$ cat src/rtl/chunked_addsub.sv
// Multi-cycle adder/subtractor: adds two WIDTH-bit operands CHUNK bits per clock,
// rippling the carry through a flop. Define ADDSUB_OVF_EN to add the signed-overflow port.
module chunked_addsub #(
  parameter int WIDTH = 16,
  parameter int CHUNK = 4
) (
  input  logic             clk,
  input  logic             rst_n,
  input  logic             in_valid,
  output logic             in_ready,
  input  logic [WIDTH-1:0] a,
  input  logic [WIDTH-1:0] b,
  input  logic             cin,
  input  logic             sub,
  output logic             out_valid,
  input  logic             out_ready,
  output logic [WIDTH-1:0] sum,
`ifdef ADDSUB_OVF_EN
  output logic             ovf,
`endif
  output logic             cout
);

  localparam int N  = WIDTH / CHUNK;
  localparam int CW = (N > 1) ? $clog2(N) : 1;

  generate
    if (CHUNK < 1 || (WIDTH % CHUNK) != 0) begin : g_bad_cfg
      $error("chunked_addsub: WIDTH must be an exact multiple of CHUNK");
    end
  endgenerate

  typedef enum logic [1:0] {IDLE, RUN, DONE} state_t;

  state_t           state_q, state_d;
  logic [CW-1:0]    cnt_q, cnt_d;
  logic             carry_q, carry_d;
  logic [WIDTH-1:0] a_q, a_d;
  logic [WIDTH-1:0] b_q, b_d;
  logic [WIDTH-1:0] sum_q, sum_d;
  logic             cout_q, cout_d;
`ifdef ADDSUB_OVF_EN
  logic             ovf_q, ovf_d;
  logic             msb_cin;
`endif

  logic [CHUNK-1:0] a_chunk, b_chunk, s_chunk;
  logic             c_chunk;
  logic             last_chunk;

  // One CHUNK-wide slice of the datapath, selected by the chunk counter.
  always_comb begin
    a_chunk = a_q[int'(cnt_q)*CHUNK +: CHUNK];
    b_chunk = b_q[int'(cnt_q)*CHUNK +: CHUNK];
    {c_chunk, s_chunk} = {1'b0, a_chunk} + {1'b0, b_chunk} + (CHUNK+1)'(carry_q);
    last_chunk = (cnt_q == CW'(N - 1));
`ifdef ADDSUB_OVF_EN
    msb_cin = s_chunk[CHUNK-1] ^ a_chunk[CHUNK-1] ^ b_chunk[CHUNK-1];
`endif
  end

  always_comb begin
    state_d = state_q;
    cnt_d   = cnt_q;
    carry_d = carry_q;
    a_d     = a_q;
    b_d     = b_q;
    sum_d   = sum_q;
    cout_d  = cout_q;
`ifdef ADDSUB_OVF_EN
    ovf_d   = ovf_q;
`endif
    case (state_q)
      IDLE: begin
        if (in_valid) begin
          // Subtraction is a + ~b + 1, so the inverted operand and seed of 1 are latched here.
          a_d     = a;
          b_d     = sub ? ~b : b;
          carry_d = sub | cin;
          sum_d   = '0;
          cnt_d   = '0;
          cout_d  = 1'b0;
`ifdef ADDSUB_OVF_EN
          ovf_d   = 1'b0;
`endif
          state_d = RUN;
        end
      end
      RUN: begin
        sum_d[int'(cnt_q)*CHUNK +: CHUNK] = s_chunk;
        carry_d = c_chunk;
        cnt_d   = cnt_q + CW'(1);
        if (last_chunk) begin
          cout_d  = c_chunk;
`ifdef ADDSUB_OVF_EN
          ovf_d   = msb_cin ^ c_chunk;
`endif
          state_d = DONE;
        end
      end
      DONE: begin
        if (out_ready) begin
          state_d = IDLE;
        end
      end
      default: state_d = IDLE;
    endcase
  end

  always_ff @(posedge clk or negedge rst_n) begin
    if (!rst_n) begin
      state_q <= IDLE;
      cnt_q   <= '0;
      carry_q <= 1'b0;
      a_q     <= '0;
      b_q     <= '0;
      sum_q   <= '0;
      cout_q  <= 1'b0;
`ifdef ADDSUB_OVF_EN
      ovf_q   <= 1'b0;
`endif
    end else begin
      state_q <= state_d;
      cnt_q   <= cnt_d;
      carry_q <= carry_d;
      a_q     <= a_d;
      b_q     <= b_d;
      sum_q   <= sum_d;
      cout_q  <= cout_d;
`ifdef ADDSUB_OVF_EN
      ovf_q   <= ovf_d;
`endif
    end
  end

  assign in_ready  = (state_q == IDLE);
  assign out_valid = (state_q == DONE);
  assign sum       = sum_q;
  assign cout      = cout_q;
`ifdef ADDSUB_OVF_EN
  assign ovf       = ovf_q;
`endif

endmodule

$ cat config.mk
export PLATFORM = sky130hd
export DESIGN_NAME = chunked_addsub
export DESIGN_NICKNAME = d
export VERILOG_FILES = /design/src/rtl/chunked_addsub.sv
export SDC_FILE = /design/constraint.sdc
export NUM_CORES = 1
export LEC_CHECK = 0
export CAP_MARGIN = 25
export CELL_PAD_IN_SITES_DETAIL_PLACEMENT = 1
export CELL_PAD_IN_SITES_GLOBAL_PLACEMENT = 1
export CORE_UTILIZATION = 44
export CTS_BUF_LIST = sky130_fd_sc_hd__clkbuf_16
export DETAILED_ROUTE_END_ITERATION = 12
export GPL_ROUTABILITY_DRIVEN = 1
export GPL_TIMING_DRIVEN = 0
export MAX_ROUTING_LAYER = met4
export PLACE_DENSITY = 0.87
export SETUP_SLACK_MARGIN = 0.3
export SLEW_MARGIN = 20
export SYNTH_ARGS = -nofsm -noshare
export SYNTH_HDL_FRONTEND = slang
export SYNTH_SLANG_ARGS = --single-unit
$ cat constraint.sdc
create_clock -name clk -period 8.8 [get_ports clk]
set_clock_uncertainty 0.15 [all_clocks]
set_input_delay 1.76 -clock clk [delete_from_list [all_inputs] [get_ports clk]]
set_output_delay 1.76 -clock clk [all_outputs]
set_load 0.03 [all_outputs]
==> flow_summary.ini <==
[place]
port_buffers = 55
place.gp.congestion = 0.738
dp_hpwl_um = 4850
place_ws_ns = 5.25

[power]
finalPower_mw = 1.41
ir_drop_mv = 0.152
power.leakage_nw = 1.45
powerDensity_mw_per_mm2 = 407

[clocking]
clk_pin_slew_worst_paths_ns = 0.07
htree_levels = 2
ctsLongestPathBuffers = 2
cts_hold_buf = 0
cts_setup_buffers = 0
ctsRootBufferMaster = clkbuf_16
cts_tree = built
clkSinkCount = 54
clock_latency_ns = 0.29
cts_resized = 0
cts_buffers = 5

[synthesis]
netlist_top_cells_area = dfrtp_1 51%, mux2_1 6.8%, mux4_2 6.8%
syn_inst = 207
syn_area_per_cell_um2 = 12.9
synth.net_count = 254
ys_top_cells_by_count = 54 x dfrtp_1, 19 x nor2_1, 18 x a21oi_1, 16 x mux2_1, 16 x xnor2_1
synth_edf_count = 0
synth_seq_area_share = 0.507
yosys.area.top_type = dfrtp_1
synth_area_mm2 = 0.00267
ys.flop_type = dfrtp_1
yosys_warnings = 0
synth_seq_cells = 54
yosysMostFrequentCell = dfrtp_1
ys_types = 33
async_flop_share = 1.00
synth_top_area_share = 0.507

[worst_setup_path]
cpPeakStageDelay_ns = 0.65
path_cells = buf_2, nand2b_1, inv_1, clkdlybuf4s50_1
path_class = reg2out
cp.buffers_inverters = 3
cp-start-kind = flop
cp_top_family = buffers and inverters
reg2reg_depth = 7
r2r_end = carry_q
r2r_start = cnt_q[0]
crit_fanout = 10
arrival_ns = 1.87
slowest_stage = clkdlybuf4s50_1
end_kind = output pin
worstPathRequired_ns = 6.89
crit_path_start = state_q[1]
r2r_slack_ns = 5.48

[final_layout]
drive_gt1_frac = 0.122
antenna_cells = 0
utilization = 0.612
area_growth_pct = 30.3
fin_nets = 316

[timing]
period_needed_ns = 3.78
relSlewSlack = 0.551
finalCritPeriodShare = 0.429
rsz0062_at_grt = no
final-max-slew-violation-count = 0
hold_viol_final = 0
setup-violations-final = 0
whs_ns = 0.338
fmax_mhz = 265
layout_setup_ws_ns = 5.02
setup_tns_ns = 0
worst_pin_slew_ns = 0.673

[route]
route.vias.total = 1918
drt-pass1-iter-count = 5
avgRoutedWirePerCell_um = 19.8
ant_nets = 0
drc_errors = 0
routed_wl_um = 6780
routed_via_density = 5.61
drt_iter0_drc = 85

[min_path]
hold_path_startpoint = a_q[8]
holdPathStages = 1
min_path_type = reg2reg
holdPathEnd = a_q[8]

[floorplan]
pin_count = 57
dieArea_mm2 = 0.00637
initial_core_util = 0.470
dieHeight_um = 79.8
chipWidth_um = 79.8
core_mm2 = 0.00568
rows = 27

[outcome]
status = completed

[global_routing]
grt_pass1_wl_um = 11300
antenna_found_initial = 0
grt_overflow = 0
grt_pass1_vias = 2221
gr-usage-all-layers = 0.247
grt_max_degree = 55

[run]
drv_cap = 0
worst max path at each step:
stage / slack, ns / to / cells past startpoint
detailed placement: 5.25 / b_q[12] / 6
finish: 5.02 / out_valid / 4
global route: 4.94 / out_valid / 4
floorplan: 5.90 / in_ready / 2
CTS: 5.04 / out_valid / 4
global placement: 4.22 / b_q[10] / 1
area by class of cell:
type / instances / area, um2
fillers: 598 / 2200
flip-flops and latches: 54 / 1350
multi-input cells: 138 / 1230
repair buffers: 55 / 548
clock buffers: 5 / 125
well taps: 72 / 90.1
plain buffers: 11 / 68.8
clock inverters: 3 / 43.8
inverters: 4 / 15.0
metal layers:
metal | wire length (um) | up-vias | global-route usage | part of all wire
met5 | 0 | - | - | 0
met4 | 128 | 0 | 0.0768 | 0.019
met3 | 221 | 14 | 0.0377 | 0.033
met2 | 3660 | 64 | 0.448 | 0.54
li1 | - | 866 | - | -
met1 | 2770 | 974 | 0.278 | 0.41
worst reg2reg max path, delay by kind of cell (launching register included):
family                     cells  cell delay [ns]
AOI/OAI and AO/OA              3             0.70
adders and majority gates      2             0.91
buffers and inverters          1             0.30
DFF                            1             0.52
muxes                          1             0.60
layout by cell type (no fill, tap or decap), types with 8 or more instances in the layout:
master / instances
xnor2_1: 16
nor2_1: 19
mux4_2: 8
clkdlybuf4s50_1: 54
dfrtp_1: 54
mux2_1: 16
a21oi_1: 18
a22o_1: 13
logic make-up after synthesis:
logic type	Yosys count	share of synthesized area
XOR/XNOR	17	0.0559
AO/OA/AOI/OAI	47	0.125
flip-flops	54	0.507
adder cells (fa/ha/maj)	9	0.0479
buffers and inverters	15	0.0315
AND/OR/NAND/NOR	39	0.0901
multiplexers	26	0.143
power breakdown:
group / leakage [nW] / total [mW] / internal (mW) / switching (mW)
Clock: 0.0842 / 0.226 / 0.135 / 0.0913
Sequential: 0.658 / 0.433 / 0.357 / 0.0759
Combinational: 0.705 / 0.754 / 0.328 / 0.425
Total: 1.45 / 1.41 / 0.820 / 0.592
flip-flops by register name (all words and copies together), names as in the netlist:
name / cells
a_q: 16
b_q: 16
carry_q: 1
cnt_q: 2
cout: 1
state_q: 2
sum: 16
per-stage QoR:
stage | cell area, um2 | cells
after floorplan | 2670 | 207
after global placement | 3310 | 334
after detailed placement | 3300 | 334
after CTS | 3470 | 342
after global routing | 3470 | 342
final | 3470 | 342
No activity file was read; power rests on OpenSTA's default activity.
